**config.mk**
```make
export PLATFORM = sky130hd
export DESIGN_NAME = audio_clk_gen
export DESIGN_NICKNAME = d
export VERILOG_FILES = /design/src/rtl/audio_clk_gen.sv
export SDC_FILE = /design/constraint.sdc
export NUM_CORES = 1
export LEC_CHECK = 0
export BUFFER_PORTS_ARGS = -buffer_cell sky130_fd_sc_hd__buf_4
export CAP_MARGIN = 20
export CELL_PAD_IN_SITES_DETAIL_PLACEMENT = 0
export CELL_PAD_IN_SITES_GLOBAL_PLACEMENT = 1
export CORE_MARGIN = 10
export CORE_UTILIZATION = 45
export CTS_CLUSTER_SIZE = 16
export DETAILED_ROUTE_END_ITERATION = 8
export GPL_TIMING_DRIVEN = 0
export PLACE_DENSITY_LB_ADDON = 0.1
export SLEW_MARGIN = 30
export SYNTH_ARGS = -nofsm -noshare
export SYNTH_HDL_FRONTEND = slang
export SYNTH_SLANG_ARGS = --single-unit
export TNS_END_PERCENT = 1
```
**constraint.sdc**
```tcl
create_clock -name clk -period 4.8 [get_ports clk]
set_clock_uncertainty 0.15 [all_clocks]
set_input_delay 0.72 -clock clk [delete_from_list [all_inputs] [get_ports clk]]
set_output_delay 0.72 -clock clk [all_outputs]
set_load 0.01 [all_outputs]
```
**src/rtl/audio_clk_gen.sv**
```systemverilog
// Audio clock generator: BCLK/LRCLK pair plus single-cycle strobes derived from the system clock.
// The divisor and slot length are shadowed and only take effect on frame boundaries.
module audio_clk_gen #(
  parameter int unsigned DIV_W         = 16,
  parameter int unsigned SLOT_W        = 6,
  parameter int unsigned DEF_BCLK_DIV  = 12,
  parameter int unsigned DEF_SLOT_BITS = 32
) (
  input  logic              clk,
  input  logic              rst,
  input  logic              en,
  input  logic [DIV_W-1:0]  cfg_bclk_div,
  input  logic [SLOT_W-1:0] cfg_slot_bits,
  input  logic              cfg_load,
  output logic              cfg_busy,
  output logic              bclk,
  output logic              lrclk,
  output logic              bclk_rise,
  output logic              bclk_fall,
  output logic              frame_start,
  output logic              running
);

  typedef enum logic {ST_IDLE, ST_RUN} state_t;

  state_t            r_state, w_state_nxt;
  logic [DIV_W-1:0]  r_phase, w_phase_nxt;
  logic [SLOT_W-1:0] r_bit, w_bit_nxt;
  logic [DIV_W-1:0]  r_div, w_div_nxt, r_sh_div, w_sh_div_nxt;
  logic [SLOT_W-1:0] r_slot, w_slot_nxt, r_sh_slot, w_sh_slot_nxt;
  logic              r_pend, w_pend_nxt;
  logic              r_bclk, w_bclk_nxt;
  logic              r_lrclk, w_lrclk_nxt;
  logic              r_rise, w_rise_nxt;
  logic              r_fall, w_fall_nxt;
  logic              r_fs, w_fs_nxt;
  logic              r_running, w_running_nxt;

  logic [DIV_W-1:0]  w_half_lo;
  logic [DIV_W-1:0]  w_phase_inc;
  logic [DIV_W-1:0]  w_clamp_div;
  logic [SLOT_W-1:0] w_clamp_slot;
  logic              w_last_phase, w_last_bit, w_wrap, w_boundary;
  logic              w_start, w_apply;

  // Low phase is ceil(D/2) cycles; computed without widening so D = 2^DIV_W-1 cannot overflow.
  assign w_half_lo    = (r_div >> 1) + DIV_W'(r_div[0]);
  assign w_last_phase = (r_phase == r_div - DIV_W'(1));
  assign w_last_bit   = (r_bit == r_slot - SLOT_W'(1));
  assign w_wrap       = w_last_phase && w_last_bit;
  assign w_boundary   = w_wrap && r_lrclk;
  assign w_phase_inc  = w_last_phase ? '0 : r_phase + DIV_W'(1);
  assign w_clamp_div  = (r_sh_div < DIV_W'(2)) ? DIV_W'(2) : r_sh_div;
  assign w_clamp_slot = (r_sh_slot == '0) ? SLOT_W'(1) : r_sh_slot;

  always_comb begin
    w_state_nxt   = r_state;
    w_phase_nxt   = r_phase;
    w_bit_nxt     = r_bit;
    w_div_nxt     = r_div;
    w_slot_nxt    = r_slot;
    w_sh_div_nxt  = r_sh_div;
    w_sh_slot_nxt = r_sh_slot;
    w_pend_nxt    = r_pend;
    w_bclk_nxt    = 1'b0;
    w_lrclk_nxt   = 1'b0;
    w_rise_nxt    = 1'b0;
    w_fall_nxt    = 1'b0;
    w_fs_nxt      = 1'b0;
    w_running_nxt = 1'b0;
    w_start       = 1'b0;
    w_apply       = 1'b0;

    case (r_state)
      ST_IDLE: begin
        w_apply = r_pend;
        w_start = en;
      end
      ST_RUN: begin
        if (w_boundary) begin
          // en only matters here; a stop lands cleanly after the right half completes.
          w_start = en;
          w_apply = en && r_pend;
          if (!en) begin
            w_state_nxt = ST_IDLE;
            w_phase_nxt = '0;
            w_bit_nxt   = '0;
          end
        end else begin
          w_running_nxt = 1'b1;
          w_phase_nxt   = w_phase_inc;
          if (w_last_phase)
            w_bit_nxt = w_last_bit ? '0 : r_bit + SLOT_W'(1);
          w_lrclk_nxt = w_wrap ? ~r_lrclk : r_lrclk;
          w_bclk_nxt  = (w_phase_inc >= w_half_lo);
          w_fall_nxt  = w_last_phase;
          w_rise_nxt  = (w_phase_inc == w_half_lo);
        end
      end
      default: w_state_nxt = ST_IDLE;
    endcase

    if (w_start) begin
      w_state_nxt   = ST_RUN;
      w_phase_nxt   = '0;
      w_bit_nxt     = '0;
      w_fall_nxt    = 1'b1;
      w_fs_nxt      = 1'b1;
      w_running_nxt = 1'b1;
    end

    if (w_apply) begin
      w_div_nxt  = w_clamp_div;
      w_slot_nxt = w_clamp_slot;
      w_pend_nxt = 1'b0;
    end

    // A load coinciding with an apply is kept pending for the following frame.
    if (cfg_load) begin
      w_sh_div_nxt  = cfg_bclk_div;
      w_sh_slot_nxt = cfg_slot_bits;
      w_pend_nxt    = 1'b1;
    end
  end

  always_ff @(posedge clk) begin
    if (rst) begin
      r_state   <= ST_IDLE;
      r_phase   <= '0;
      r_bit     <= '0;
      r_div     <= DIV_W'(DEF_BCLK_DIV);
      r_slot    <= SLOT_W'(DEF_SLOT_BITS);
      r_sh_div  <= DIV_W'(DEF_BCLK_DIV);
      r_sh_slot <= SLOT_W'(DEF_SLOT_BITS);
      r_pend    <= 1'b0;
      r_bclk    <= 1'b0;
      r_lrclk   <= 1'b0;
      r_rise    <= 1'b0;
      r_fall    <= 1'b0;
      r_fs      <= 1'b0;
      r_running <= 1'b0;
    end else begin
      r_state   <= w_state_nxt;
      r_phase   <= w_phase_nxt;
      r_bit     <= w_bit_nxt;
      r_div     <= w_div_nxt;
      r_slot    <= w_slot_nxt;
      r_sh_div  <= w_sh_div_nxt;
      r_sh_slot <= w_sh_slot_nxt;
      r_pend    <= w_pend_nxt;
      r_bclk    <= w_bclk_nxt;
      r_lrclk   <= w_lrclk_nxt;
      r_rise    <= w_rise_nxt;
      r_fall    <= w_fall_nxt;
      r_fs      <= w_fs_nxt;
      r_running <= w_running_nxt;
    end
  end

  assign cfg_busy    = r_pend;
  assign bclk        = r_bclk;
  assign lrclk       = r_lrclk;
  assign bclk_rise   = r_rise;
  assign bclk_fall   = r_fall;
  assign frame_start = r_fs;
  assign running     = r_running;

endmodule

```
Word level (Yosys, flattened, before mapping)

Cells that the tools add are included.

Bits in registers: 74
Input port bits: 26
Output and inout port bits: 7
Logic and storage cells: 63

Add/sub/neg operators: 5
$lt $le $gt $ge: 2
Equality and inequality tests: 4
Muxes and demuxes: 26
Bitwise logic cells: 2
Reductions and logical operators: 10

Operators by type and width:

| kind                    | number |
|---|---|
| $mux W16                | 4 |
| $eq A16 B16 Y1          | 2 |
| $mux W6                 | 5 |
| $add A15 B1 Y16         | 1 |
| $add A16 B1 Y16 const B | 1 |
| $ge A16 B16 Y1          | 1 |
| $lt A16 B2 Y1 const B   | 1 |
| $sub A16 B1 Y16 const B | 1 |
| $mux W1                 | 15 |
| $add A6 B1 Y6 const B   | 1 |
| $eq A6 B6 Y1            | 1 |
| $logic_not A6 Y1        | 1 |
| $sub A6 B1 Y6 const B   | 1 |
| $pmux W1 S2             | 2 |
| $reduce_bool A2 Y1      | 2 |
| $logic_and A1 B1 Y1     | 3 |
| $reduce_and A3 Y1       | 1 |
| $reduce_or A3 Y1        | 1 |
| $ne A2 B2 Y1 const B    | 1 |
| $not A1 Y1              | 2 |
| $reduce_and A2 Y1       | 1 |
| $reduce_or A2 Y1        | 1 |

Depth between registers and ports, before layout

Depth in word-level cells: 8
Gate-level depth with buffers: 20
Mapped depth without buffers: 18

Worst setup path before layout

No wires, ideal clock.

Kind: register to register
From: reg r_div[0]
To: reg r_bclk, in the netlist bclk
Setup time: 0.120 ns
Arrival: 3.971 ns
Path slack: 0.559 ns
Cell stages (with the launch flop): 21
Buffers on the path: 2
Period minus slack after synthesis: 4.241 ns
Cell sequence: dfxtp_1 > inv_1 > ha_1 > o21ba_2 > a221oi_1 > a41oi_1 > a2111oi_0 > o2111ai_1 > or3_1 > buf_6 > buf_6 > and2_1 > ha_1 > nor2b_1 > o21a_1 > o21a_1 > o21a_1 > o21ai_0 > a21oi_1 > nor3_1 > nor3_1

Word-level cells in the longest chain between the ends: 5
Elaborated cells between the ends (all ways): 8
Classes of those cells: add/sub: 2; order compare: 1; eq/ne: 1; mux: 1; reduce/logical: 3

RTL lines:

| element                                                                 | line | RTL |
|---|---|---|
| start: declaration                                                      | 29   | `logic [DIV_W-1:0] r_div, w_div_nxt, r_sh_div, w_sh_div_nxt;` |
| start signal: assignment                                                | 131  | `r_div <= DIV_W'(DEF_BCLK_DIV);` |
| start signal: assignment                                                | 146  | `r_div <= w_div_nxt;` |
| parallel branches: the longest is 5 deep, another holds $sub A16 B1 Y16 | -    |  |
| end signal: assignment                                                  | 151  | `r_bclk <= w_bclk_nxt;` |
| end: declaration                                                        | 32   | `logic r_bclk, w_bclk_nxt;` |

Parallel ways; which one is timed is not known.
A chain may end at the register's enable or synchronous reset.

Worst setup path after layout

From: reg r_div[9]
To: reg r_bclk, in the netlist bclk

The elaborated chain is that of the path after synthesis.

==> results.json <==
{
  "synth_flop_cell": "dfxtp_1",
  "track_usage_pct": 16.7,
  "grt_remaining_overflow": 0,
  "p_int_uw": 889,
  "cp-start-kind": "flip-flop",
  "synth_area_leader_cell": "dfxtp_1",
  "hpwlAfterDp_um": 10000,
  "synth_nets": 659,
  "final_area_sq_um": 5630,
  "crit_slowest_cell": "or4_4",
  "end_kind": "flip-flop",
  "num_vias": 4446,
  "switching_power_uw": 360,
  "cts_root_buf": "clkbuf_8",
  "drive_gt1_share_pct": 16.8,
  "antennaDiodeCount": 0,
  "ant_nets": 0,
  "vias_per_cell": 5.55,
  "clkLatencyLatePin_ps": 360,
  "route.detailed.drc": 0,
  "setup_tns_ps": 0,
  "setup_viol": 0,
  "post-place-ws_ps": -352,
  "htreeDepth": 3,
  "cts.path.max_buffers": 2,
  "cp_top_family": "simple AND/OR/NAND/NOR gates",
  "p_sw_share_pct": 28.8,
  "totalWireLength_um": 13200,
  "max_stage_delay_ps": 480,
  "io_buffers": 31,
  "placed_area_sq_um": 5360,
  "fmax_mhz": 214,
  "comb_power_share_pct": 12.6,
  "power_density_nw_per_um2": 222,
  "dieHeight_um": 125,
  "dr.pass1.iters": 4,
  "nNetsFinal": 704,
  "antenna_found_initial": 0,
  "nFillCells": 1098,
  "slew_viol_final": 0,
  "first_global_vias": 4305,
  "seqPwrFrac_pct": 52.0,
  "cpMostUsedCell": "o21a_1",
  "crit_arrival_ps": 4770,
  "critPathRequiredTime_ps": 4900,
  "worstPathMaxFanout": 10,
  "numCtsBuffers": 9,
  "maxSlewHeadroom_pct": 49.7,
  "path_cells": "buf_2 > or2_4 > or4_4 > or4_4 > mux2i_4 > a211oi_4 > buf_4 > or3_1 > buf_6 > buf_6 > and2_1 > ha_1 > nor2b_1 > o21a_1 > o21a_1 > o21a_1 > o21ai_2 > a21oi_2 > nor3_4 > nor3_1",
  "crit_buf_inv": 4,
  "async_flop_share_pct": 0,
  "netlist_instances": 611,
  "area_delta_synth_final_pct": 13.8,
  "core_sq_um": 10800,
  "critPathKind": "reg -> reg",
  "final.min_clock_period_ps": 4670,
  "syn_area_sq_um": 4950,
  "clk_pin_slew_ps": 80,
  "synth_edf_count": 0,
  "ioPinCount": 33,
  "die_x_um": 125,
  "power_leakage_uw": 0.00213,
  "vdd_drop_max_mv": 0.190,
  "regToRegSetupSlack_ps": 130,
  "clkPwrFrac_pct": 35.4,
  "initialDrtViolationCount": 250,
  "max_cap_violations": 0,
  "dp_cells": 782,
  "synth.ff_latch_count": 74,
  "yosysSeqAreaShare_pct": 29.9,
  "synth_top_area_share_pct": 29.9,
  "finalCritPeriodShare_pct": 97.3,
  "synth_common_cells": "dfxtp_1, nor2_1, nand2_1, mux2i_1, clkbuf_1",
  "globalplace.congestion": 0.845,
  "dieArea_sq_um": 15600,
  "tightest_slew_ps": 755,
  "ys_top_cells_by_area": "dfxtp_1, mux2i_1, ha_1, nor2_1, xnor2_1",
  "worstHoldPathType": "reg -> reg",
  "grt_pass1_wl_um": 21800,
  "routedWlPerCell_um": 16.5,
  "ys_types": 67,
  "fin_cells": 801,
  "setup_slack_ps": 129,
  "clock-sinks": 74,
  "status": "finished clean",
  "start_util_pct": 45.9,
  "yosysWarnings": 0,
  "cts_tree": "yes",
  "synth_area_per_cell_sq_um": 8.10,
  "rows": 38,
  "yosys.cell_count.top_type": "dfxtp_1",
  "grt_start_max_net_pins": 14,
  "hold_viol_final": 0
}
registers in the layout (all words and copies together), names as in the netlist:
signal       count
frame_start      1
r_sh_slot        6
bclk_rise        1
r_phase         16
r_state          1
running          1
bclk             1
bclk_fall        1
lrclk            1
cfg_busy         1
r_bit            6
r_sh_div        16
r_div           16
r_slot           6
layout by cell type, fill, tap and decap left out, types with 7 or more instances in the layout:
master,instances
inv_1,11
buf_2,7
and3_1,8
nor2_1,72
ha_1,21
nor3_1,13
clkbuf_8,9
o211ai_1,7
o21ai_0,27
nand4_1,9
mux2i_1,40
nand2_1,64
nand3_1,27
xnor2_1,28
clkbuf_1,30
buf_4,34
mux2_2,11
xor2_1,23
dfxtp_1,72
a21oi_1,27
cell type report:
type	count	area, sq um	area share [%]
Buffer	51	250	4.44
Clock buffer	10	128	2.27
Clock inverter	6	42.5	0.755
Inverter	13	48.8	0.866
Multi-Input combinational cell	473	3250	57.6
Sequential cell	74	1490	26.4
Tap cell	140	175	3.11
Timing Repair Buffer	34	255	4.53
worst min-delay path, stage by stage, from the launching register on:
cell     delay, ps
dfxtp_1        330
nand2_1         60
mux2i_1         60
power by group through the flow:
| stage | sequential, uW | combinational, uW | clock (uW) |
|---|---|---|---|
| 5_1_grt | 653 | 174 | 488 |
| 3_5_place_dp | 665 | 153 | 0 |
| 6_report | 650 | 157 | 443 |
| 4_1_cts | 650 | 155 | 457 |
| 3_3_place_gp | 665 | 150 | 0 |
| 2_1_floorplan | 660 | 104 | 0 |
per-layer routing:
layer  wire [um]  track usage (%)
met1        6220             21.4
met2        6280             27.3
met3         490             3.66
met4         207             4.88
met5           0                0
path summary, 6_finish.rpt:
| check | depth (start not counted) | start | to |
|---|---|---|---|
| hold reg to reg | 2 | r_sh_div[6]$_SDFFE_PP0P_ | r_div[6]$_SDFFE_PP0P_ |
| setup reg to reg | 20 | r_div[9]$_SDFFE_PP0P_ | bclk$_SDFF_PP0_ |
| setup / recovery | 20 | r_div[9]$_SDFFE_PP0P_ | bclk$_SDFF_PP0_ |
| hold / removal | 2 | r_sh_div[6]$_SDFFE_PP0P_ | r_div[6]$_SDFFE_PP0P_ |
metrics by stage:
step                      total power, uW  hold slack, ps  utilization [%]
after floorplan                       763             300                -
after global placement                815             323             49.6
after detailed placement              818             328             49.6
after CTS                            1260             340             51.5
after global routing                 1310             367             52.2
final                                1250             336             52.2
cell families (layout without fill, tap and decap cells):
kind of cell | Yosys count | count (layout) | synth area share, %
compound gates | 106 | 106 | 14.4
mux | 52 | 52 | 10.9
simple gates | 242 | 242 | 24.2
fa+ha+maj | 22 | 22 | 5.56
xor+xnor | 51 | 51 | 9.02
buf+inv | 64 | 114 | 5.97
flops | 74 | 74 | 29.9
timing repair:
item,CTS,global route
setup buffers,1,2
hold buffers,0,0
endpoints found under the setup margin,1,1
gates resized for setup,5,18
pin swaps,3,4
Note: power is estimated with default switching activity, not from simulation.
